File: src/rtl/second_game_controller.sv
// Frame-stepped controller for a dodge-the-obstacles game: moves the player
// square, tracks lives and score, and freezes the player for a while after a hit.
module second_game_controller #(
  parameter int SECOND_GAME_SCREEN_WIDTH  = 400,
  parameter int SECOND_GAME_SCREEN_HEIGHT = 600,
  parameter int SECOND_GAME_PLAYER_SIZE   = 20,
  parameter int SECOND_GAME_STEP          = 4,
  parameter int SECOND_GAME_LIVES         = 3,
  parameter int SECOND_GAME_HIT_FRAMES    = 60
) (
  input  logic                                          i_clk,
  input  logic                                          i_rst_n,
  input  logic                                          i_start,
  input  logic                                          i_btn_left,
  input  logic                                          i_btn_right,
  input  logic                                          i_btn_up,
  input  logic                                          i_btn_down,
  input  logic                                          i_frame_tick,
  input  logic                                          i_in_player,
  input  logic                                          i_is_obstacle,
  output logic [$clog2(SECOND_GAME_SCREEN_WIDTH)-1:0]   o_screen_square_x,
  output logic [$clog2(SECOND_GAME_SCREEN_HEIGHT)-1:0]  o_screen_square_y,
  output logic [1:0]                                    o_state,
  output logic [2:0]                                    o_lives,
  output logic [15:0]                                   o_score
);

  localparam int XW = $clog2(SECOND_GAME_SCREEN_WIDTH);
  localparam int YW = $clog2(SECOND_GAME_SCREEN_HEIGHT);

  localparam logic [XW-1:0] X_INIT = XW'(SECOND_GAME_SCREEN_WIDTH / 2);
  localparam logic [YW-1:0] Y_INIT =
    YW'(SECOND_GAME_SCREEN_HEIGHT - SECOND_GAME_PLAYER_SIZE - 1);
  localparam logic [2:0]    LIVES_INIT = 3'(SECOND_GAME_LIVES);
  localparam logic [7:0]    CNT_INIT   = 8'(SECOND_GAME_HIT_FRAMES - 1);

  // Two extra bits give a sign bit plus headroom so a step past either edge
  // never wraps before it is clamped.
  localparam logic signed [XW+1:0] X_MIN  = (XW+2)'(SECOND_GAME_PLAYER_SIZE);
  localparam logic signed [XW+1:0] X_MAX  =
    (XW+2)'(SECOND_GAME_SCREEN_WIDTH - 1 - SECOND_GAME_PLAYER_SIZE);
  localparam logic signed [XW+1:0] X_STEP = (XW+2)'(SECOND_GAME_STEP);
  localparam logic signed [YW+1:0] Y_MIN  = (YW+2)'(SECOND_GAME_PLAYER_SIZE);
  localparam logic signed [YW+1:0] Y_MAX  =
    (YW+2)'(SECOND_GAME_SCREEN_HEIGHT - 1 - SECOND_GAME_PLAYER_SIZE);
  localparam logic signed [YW+1:0] Y_STEP = (YW+2)'(SECOND_GAME_STEP);

  typedef enum logic [1:0] {
    IDLE = 2'd0,
    PLAY = 2'd1,
    HIT  = 2'd2,
    OVER = 2'd3
  } state_t;

  state_t         state, state_n;
  logic [XW-1:0]  x, x_n;
  logic [YW-1:0]  y, y_n;
  logic [2:0]     lives, lives_n;
  logic [15:0]    score, score_n;
  logic           hit_flag, hit_flag_n;
  logic [7:0]     hit_cnt, hit_cnt_n;

  logic                   collide;
  logic signed [XW+1:0]   x_delta, x_move, x_clamp;
  logic signed [YW+1:0]   y_delta, y_move, y_clamp;

  always_ff @(posedge i_clk or negedge i_rst_n) begin
    if (!i_rst_n) begin
      state    <= IDLE;
      x        <= X_INIT;
      y        <= Y_INIT;
      lives    <= LIVES_INIT;
      score    <= 16'd0;
      hit_flag <= 1'b0;
      hit_cnt  <= 8'd0;
    end else begin
      state    <= state_n;
      x        <= x_n;
      y        <= y_n;
      lives    <= lives_n;
      score    <= score_n;
      hit_flag <= hit_flag_n;
      hit_cnt  <= hit_cnt_n;
    end
  end

  // Candidate position for this frame; opposing buttons cancel on their axis.
  always_comb begin
    x_delta = '0;
    y_delta = '0;
    if (i_btn_right && !i_btn_left) x_delta = X_STEP;
    if (i_btn_left && !i_btn_right) x_delta = -X_STEP;
    if (i_btn_down && !i_btn_up)    y_delta = Y_STEP;
    if (i_btn_up && !i_btn_down)    y_delta = -Y_STEP;
    x_move = $signed({2'b00, x}) + x_delta;
    y_move = $signed({2'b00, y}) + y_delta;
    if (x_move < X_MIN)      x_clamp = X_MIN;
    else if (x_move > X_MAX) x_clamp = X_MAX;
    else                     x_clamp = x_move;
    if (y_move < Y_MIN)      y_clamp = Y_MIN;
    else if (y_move > Y_MAX) y_clamp = Y_MAX;
    else                     y_clamp = y_move;
  end

  always_comb begin
    state_n    = state;
    x_n        = x;
    y_n        = y;
    lives_n    = lives;
    score_n    = score;
    hit_flag_n = hit_flag;
    hit_cnt_n  = hit_cnt;
    collide    = i_in_player && i_is_obstacle;

    case (state)
      IDLE, OVER: begin
        if (i_start) begin
          state_n    = PLAY;
          x_n        = X_INIT;
          y_n        = Y_INIT;
          lives_n    = LIVES_INIT;
          score_n    = 16'd0;
          hit_flag_n = 1'b0;
        end
      end
      PLAY: begin
        if (i_frame_tick) begin
          hit_flag_n = 1'b0;
          // A collision on the tick cycle itself belongs to the frame just ending.
          if (hit_flag || collide) begin
            lives_n   = lives - 3'd1;
            hit_cnt_n = CNT_INIT;
            state_n   = (lives <= 3'd1) ? OVER : HIT;
          end else begin
            x_n = x_clamp[XW-1:0];
            y_n = y_clamp[YW-1:0];
            if (score != 16'hFFFF) score_n = score + 16'd1;
          end
        end else if (collide) begin
          hit_flag_n = 1'b1;
        end
      end
      HIT: begin
        if (i_frame_tick) begin
          if (hit_cnt == 8'd0) begin
            state_n    = PLAY;
            hit_flag_n = 1'b0;
          end else begin
            hit_cnt_n = hit_cnt - 8'd1;
          end
        end
      end
      default: ;
    endcase
  end

  assign o_state           = state;
  assign o_screen_square_x = x;
  assign o_screen_square_y = y;
  assign o_lives           = lives;
  assign o_score           = score;

endmodule

File: config.mk
export PLATFORM = sky130hd
export DESIGN_NAME = second_game_controller
export DESIGN_NICKNAME = d
export VERILOG_FILES = /design/src/rtl/second_game_controller.sv
export SDC_FILE = /design/constraint.sdc
export NUM_CORES = 1
export LEC_CHECK = 0
export ABC_AREA = 1
export BUFFER_PORTS_ARGS = -buffer_cell sky130_fd_sc_hd__buf_4
export CAP_MARGIN = 20
export CORE_ASPECT_RATIO = 1.75
export CORE_MARGIN = 5
export CORE_UTILIZATION = 45
export DETAILED_ROUTE_END_ITERATION = 10
export PLACE_DENSITY_LB_ADDON = 0.2
export SLEW_MARGIN = 20
export SYNTH_ARGS = -nofsm -noshare
export SYNTH_HDL_FRONTEND = slang
export SYNTH_SLANG_ARGS = --single-unit
File: constraint.sdc
create_clock -name i_clk -period 3.05 [get_ports i_clk]
set_input_delay 0.61 -clock i_clk [delete_from_list [all_inputs] [get_ports i_clk]]
set_output_delay 0.61 -clock i_clk [all_outputs]
set_load 0.02 [all_outputs]
-- After elaboration in Yosys (flattened, before gate mapping)
Cells that the tools add are included.
- bits in registers: 49
- bits in latches: 0
- RAM bits: 0
- memory bits (read-only): 0
- input bits: 10
- output and inout port bits: 40
- logic and storage cells: 94
- memories kept: 0
- $add $sub $neg: 5
- multipliers: 0
- divide/modulo/power cells: 0
- magnitude comparators: 5
- equality and inequality tests: 13
- shift-type cells: 0
- multiplexer cells: 43
- bitwise operators: 0
- reductions and logical operators: 21
- operator list (kind ; number):
    $mux 16 ; 4
    $mux 10 ; 5
    $mux 9 ; 5
    $mux 8 ; 4
    $pmux 16 s2 ; 1
    $pmux 10 s2 ; 1
    $pmux 9 s2 ; 1
    $add 16x1->16 const B ; 1
    $ne 16x16->1 const B ; 1
    $ne 2x2->1 const B ; 8
    $pmux 8 s2 ; 1
    $mux 3 ; 5
    $reduce_and 5->1 ; 3
    $add 11x12->12 ; 1
    $gt 12x11->1 const B ; 1
    $lt 12x6->1 const B ; 1
    $mux 12 ; 1
    $reduce_and 4->1 ; 3
    $add 10x11->11 ; 1
    $gt 11x10->1 const B ; 1
    $lt 11x6->1 const B ; 1
    $mux 11 ; 1
    $mux 2 ; 5
    $logic_not 8->1 ; 1
    16 further kinds ; 30

-- Depth between registers and ports, before layout
- word-level depth: 11
- mapped depth: 21
- depth with buffers taken out: 21

-- Worst setup path after synthesis
No wires, ideal clock.
- path type: input to register
- from: input i_btn_right
- to: register x[8] (netlist: o_screen_square_x[8])
- library setup time: 0.134 ns
- data arrival time: 2.603 ns
- data required time: 2.916 ns
- setup slack: 0.313 ns
- stages: 18
- path buffers: 0
- path through: inv_1 > ha_1 > inv_1 > ha_1 > inv_1 > fa_1 > nand3b_1 > nand2_1 > nand2_1 > nand3_1 > xor2_1 > inv_1 > nand2_1 > nand2_1 > nand2_1 > inv_1 > o21ai_0 > o21ai_0
- cells in the longest elaborated chain, start to end: 10
- elaborated cells between the ends (all ways): 13
- classes of those cells: 1 x add/sub; 2 x order compare; 7 x mux; 3 x reduce/logical
- RTL lines (element ; RTL line ; text):
    start: declaration ; 15 ; input logic i_btn_right,
    $logic_and 1x1->1 / $logic_not 1->1 (equally long branches) ; 91, 92 ;
    $mux 3 / $logic_and 1x1->1 (equally long branches) ; 91, 92 ;
    $mux 11 (*) ; 92 ; if (i_btn_left && !i_btn_right) x_delta = -X_STEP;
    $add 10x11->11 (*) ; 95 ; x_move = $signed({2'b00, x}) + x_delta;
    $gt 11x10->1 ; 98 ; else if (x_move > X_MAX) x_clamp = X_MAX;
    $mux 9 ; 98 ;
    $mux 9 (*) ; 97 ; if (x_move < X_MIN) x_clamp = X_MIN;
    $mux 9 (*) ; 130 ; if (hit_flag || collide) begin
    $mux 9 (*) ; 127 ; if (i_frame_tick) begin
    $pmux 9 s2 (*) ; 115 ; case (state)
    end signal: assignment ; 78 ; x <= x_n;
    end: declaration ; 56 ; logic [XW-1:0] x, x_n;
Mark *: on every way between the ends. The rest lies on a longest branch, timed or not. The select of a mux whose other input is x is not followed.
A chain may end at the register's enable or synchronous reset.

-- Final worst setup path
- from: input i_btn_left
- to: register x[5] (netlist: o_screen_square_x[5])
- cells in the longest elaborated chain, start to end: 11
- elaborated cells between the ends (all ways): 13
- classes of those cells: 1 x add/sub; 2 x order compare; 7 x mux; 3 x reduce/logical
- RTL lines (element ; RTL line ; text):
    start: declaration ; 14 ; input logic i_btn_left,
    $logic_not 1->1 ; 91 ; if (i_btn_right && !i_btn_left) x_delta = X_STEP;
    $logic_and 1x1->1 ; 91 ;
    $mux 3 ; 91 ;
    $mux 11 (*) ; 92 ;
    $add 10x11->11 (*) ; 95 ;
    $gt 11x10->1 ; 98 ;
    $mux 9 ; 98 ;
    $mux 9 (*) ; 97 ;
    $mux 9 (*) ; 130 ;
    $mux 9 (*) ; 127 ;
    $pmux 9 s2 (*) ; 115 ;
Marks and branches as above.

==> reports/metrics.yaml <==
status: "finished, final reports clean"
io_pins: 50
grt.total_usage_pct: 17.2
synth_nets: 527
synthFlopType: "dfrtp_1"
drive_gt1_share_pct: 19.3
cts_sinks: 47
power_leakage_nw: 2.18
critPathRequiredTime_ps: 3220
placed_area_um2: 3910
cts_hold_buf: 0
post_drt_via_cell_ratio: 5.11
die_y_um: 126
row_count: 42
rsz0062_at_grt: "false"
rr_worst_depth: 16
synth_edf_count: 0
finalClockSkew_ps: 8.39
cp_max_fo: 4
p_total_w: 0.00335
max-clock-path-buffers: 2
dp_cells: 630
cp_slowest_stage_delay_ps: 380
setup_viol: 0
holdCritPathClass: "in2async"
max_freq_mhz: 362
synthCells: 496
synth_area_um2: 3460
initial_core_util_pct: 46.0
max-cap-violations: 0
final_common_cell: "nand2_1"
ant_nets: 0
area_growth_pct: 17.5
crit_top_cell: "nand2_1"
root_buffer: "clkbuf_16"
slew_headroom_pct: 59.9
async_flop_share_pct: 100
cts_made_buffers: 5
path_cells: "buf_4 -> ha_1 -> inv_1 -> ha_1 -> inv_1 -> fa_1 -> nand3b_1 -> nand2_1 -> nand2_1 -> nand3_1 -> xor2_1 -> inv_1 -> nand2_1 -> nand2_1 -> nand2_1 -> inv_1 -> o21ai_0 -> nand2_1"
path_buf_inv: 5
grt_pass1_vias: 3145
fin_crit_sh_pct: 90.6
overflow: 0
critPathArrivalTime_ps: 2930
grt_max_degree: 48
tightest_slew_ps: 601
dieArea_um2: 9600
period_minus_slack_ps: 2760
core_um2: 7510
fp.dieW_um: 76.2
slowest_stage: "fa_1"
drt_iter0_markers: 208
clk_pin_slew_worst_paths_ps: 60
instances_no_fill: 638
fin_nets: 580
routabilityCongestion: 0.941
slew_violations: 0
hold_viol: 0
antenna_found_initial: 0
finalSetupTns_ps: 0
r2r_slack_ps: 520
routedWlPerCell_um: 12.4
synth_cell_types: 38
syn_avg_cell_area_um2: 6.97
endpoint_kind: "flop"
dp_hpwl_um: 6290
reg2reg_from: "o_state[1]$_DFFE_PN0P_"
yosysWarnings: 0
yosysSeqAreaShare_pct: 34.3
cts_resized: 0
htreeDepth: 2
vias: 3259
drc_errors: 0
insertion_delay_ps: 290
cpLargestDelayFamily: "adder cells"
drt_wl_total_um: 7890
r2r-end: "o_score[15]$_DFFE_PN0P_"
port_buffers: 49
peakVddDrop_mv: 0.429
stdcell_area_um2: 4060
cts_tree: "built"
path_class: "in2reg"
ys_ff_latch: 47
final_cell_mix: "nand2_1, inv_1, buf_4"
grt_pass1_wl_um: 14000
firstDrtPassIters: 5
diodes: 0
p_per_area_nw_per_um2: 825
worst_setup_path_start_kind: "input port"
cts_setup_buffers: 0
-- cell usage after synthesis (2+ instances only) --
master      n  share of area [%]
nand3_1    27                3.9
buf_4       2               0.43
xor2_1      9                2.3
a21oi_1    28                4.1
nand4_1    10                1.8
a31oi_1     2               0.36
a22oi_1     2               0.43
nor3_1      7                1.0
inv_1      79                8.6
o21bai_1    2               0.43
nand2_1   125                 14
nor2_4      3               0.98
o21ai_1     5               0.72
dfrtp_1    39                 28
nor3b_1     2               0.43
ha_1       20                7.2
buf_6       2               0.65
o21ai_0    31                4.5
nor2_1     48                5.2
nand2_2     8                1.4
nor2_2      7                1.3
clkbuf_1    2               0.22
dfstp_2     8                6.1
nand3_2     5                1.4
inv_2       8               0.87
nand3b_1    3               0.65
-- area by class of cell --
type | instances | area [um2]
multi-input combinational | 354 | 1890
fill | 733 | 3450
tap | 88 | 110
sequential | 47 | 1190
clock buffer | 7 | 143
timing repair buffer | 53 | 398
inverter | 88 | 333
clock inverter | 1 | 5.00
-- sequential cells by signal, summed over array words and instances (netlist names) --
name,cells
hit_flag,1
o_state,2
o_score,16
o_lives,3
hit_cnt,8
o_screen_square_y,9
o_screen_square_x,8
-- metrics by stage --
step           utilization (%)  hold WS (ps)  setup slack (ps)
2_1_floorplan                -           314               313
3_3_place_gp              52.1           451              66.9
3_5_place_dp              52.1           459             -19.9
4_1_cts                   54.0           344               266
5_1_grt                   54.0           372              26.9
6_report                  54.0           315               285
-- per-layer routing --
metal,part of all wire (%),GRT usage (%),vias up
met2,52,30.8,69
li1,-,-,1682
met3,4.3,3.21,13
met4,2.6,7.21,0
met1,41,19.7,1495
met5,0,0,-
-- worst max-delay path by stage --
stage / startpoint / endpoint / slack [ps] / depth (start not counted)
finish: i_btn_left / o_screen_square_x[5]$_DFFE_PN0P_ / 290 / 18
global route: i_btn_left / o_screen_square_x[5]$_DFFE_PN0P_ / 30 / 18
CTS: i_btn_left / o_screen_square_x[5]$_DFFE_PN0P_ / 270 / 18
detailed placement: i_btn_left / o_screen_square_x[8]$_DFFE_PN0P_ / -20 / 18
global placement: i_btn_left / o_screen_square_x[8]$_DFFE_PN0P_ / 70 / 18
floorplan: i_btn_right / o_screen_square_x[8]$_DFFE_PN0P_ / 310 / 18
-- power breakdown --
group          total, W  switching, W  internal (W)
clock network  0.000548      0.000223      0.000325
logic           0.00184       0.00120      0.000638
registers      0.000961      0.000143      0.000817
total           0.00335       0.00157       0.00178
-- cell families (layout without fill, tap and decap cells) --
| logic type | Yosys count | after routing | synth area share, % |
|---|---|---|---|
| DFF | 47 | 47 | 34.3 |
| buffers and inverters | 95 | 149 | 11.1 |
| AOI/OAI and AO/OA | 76 | 76 | 11.9 |
| and+or+nand+nor | 248 | 248 | 32.5 |
| adders and majority gates | 21 | 21 | 7.82 |
| xor gates and xnor gates | 9 | 9 | 2.28 |
No activity file was read; power rests on OpenSTA's default activity.
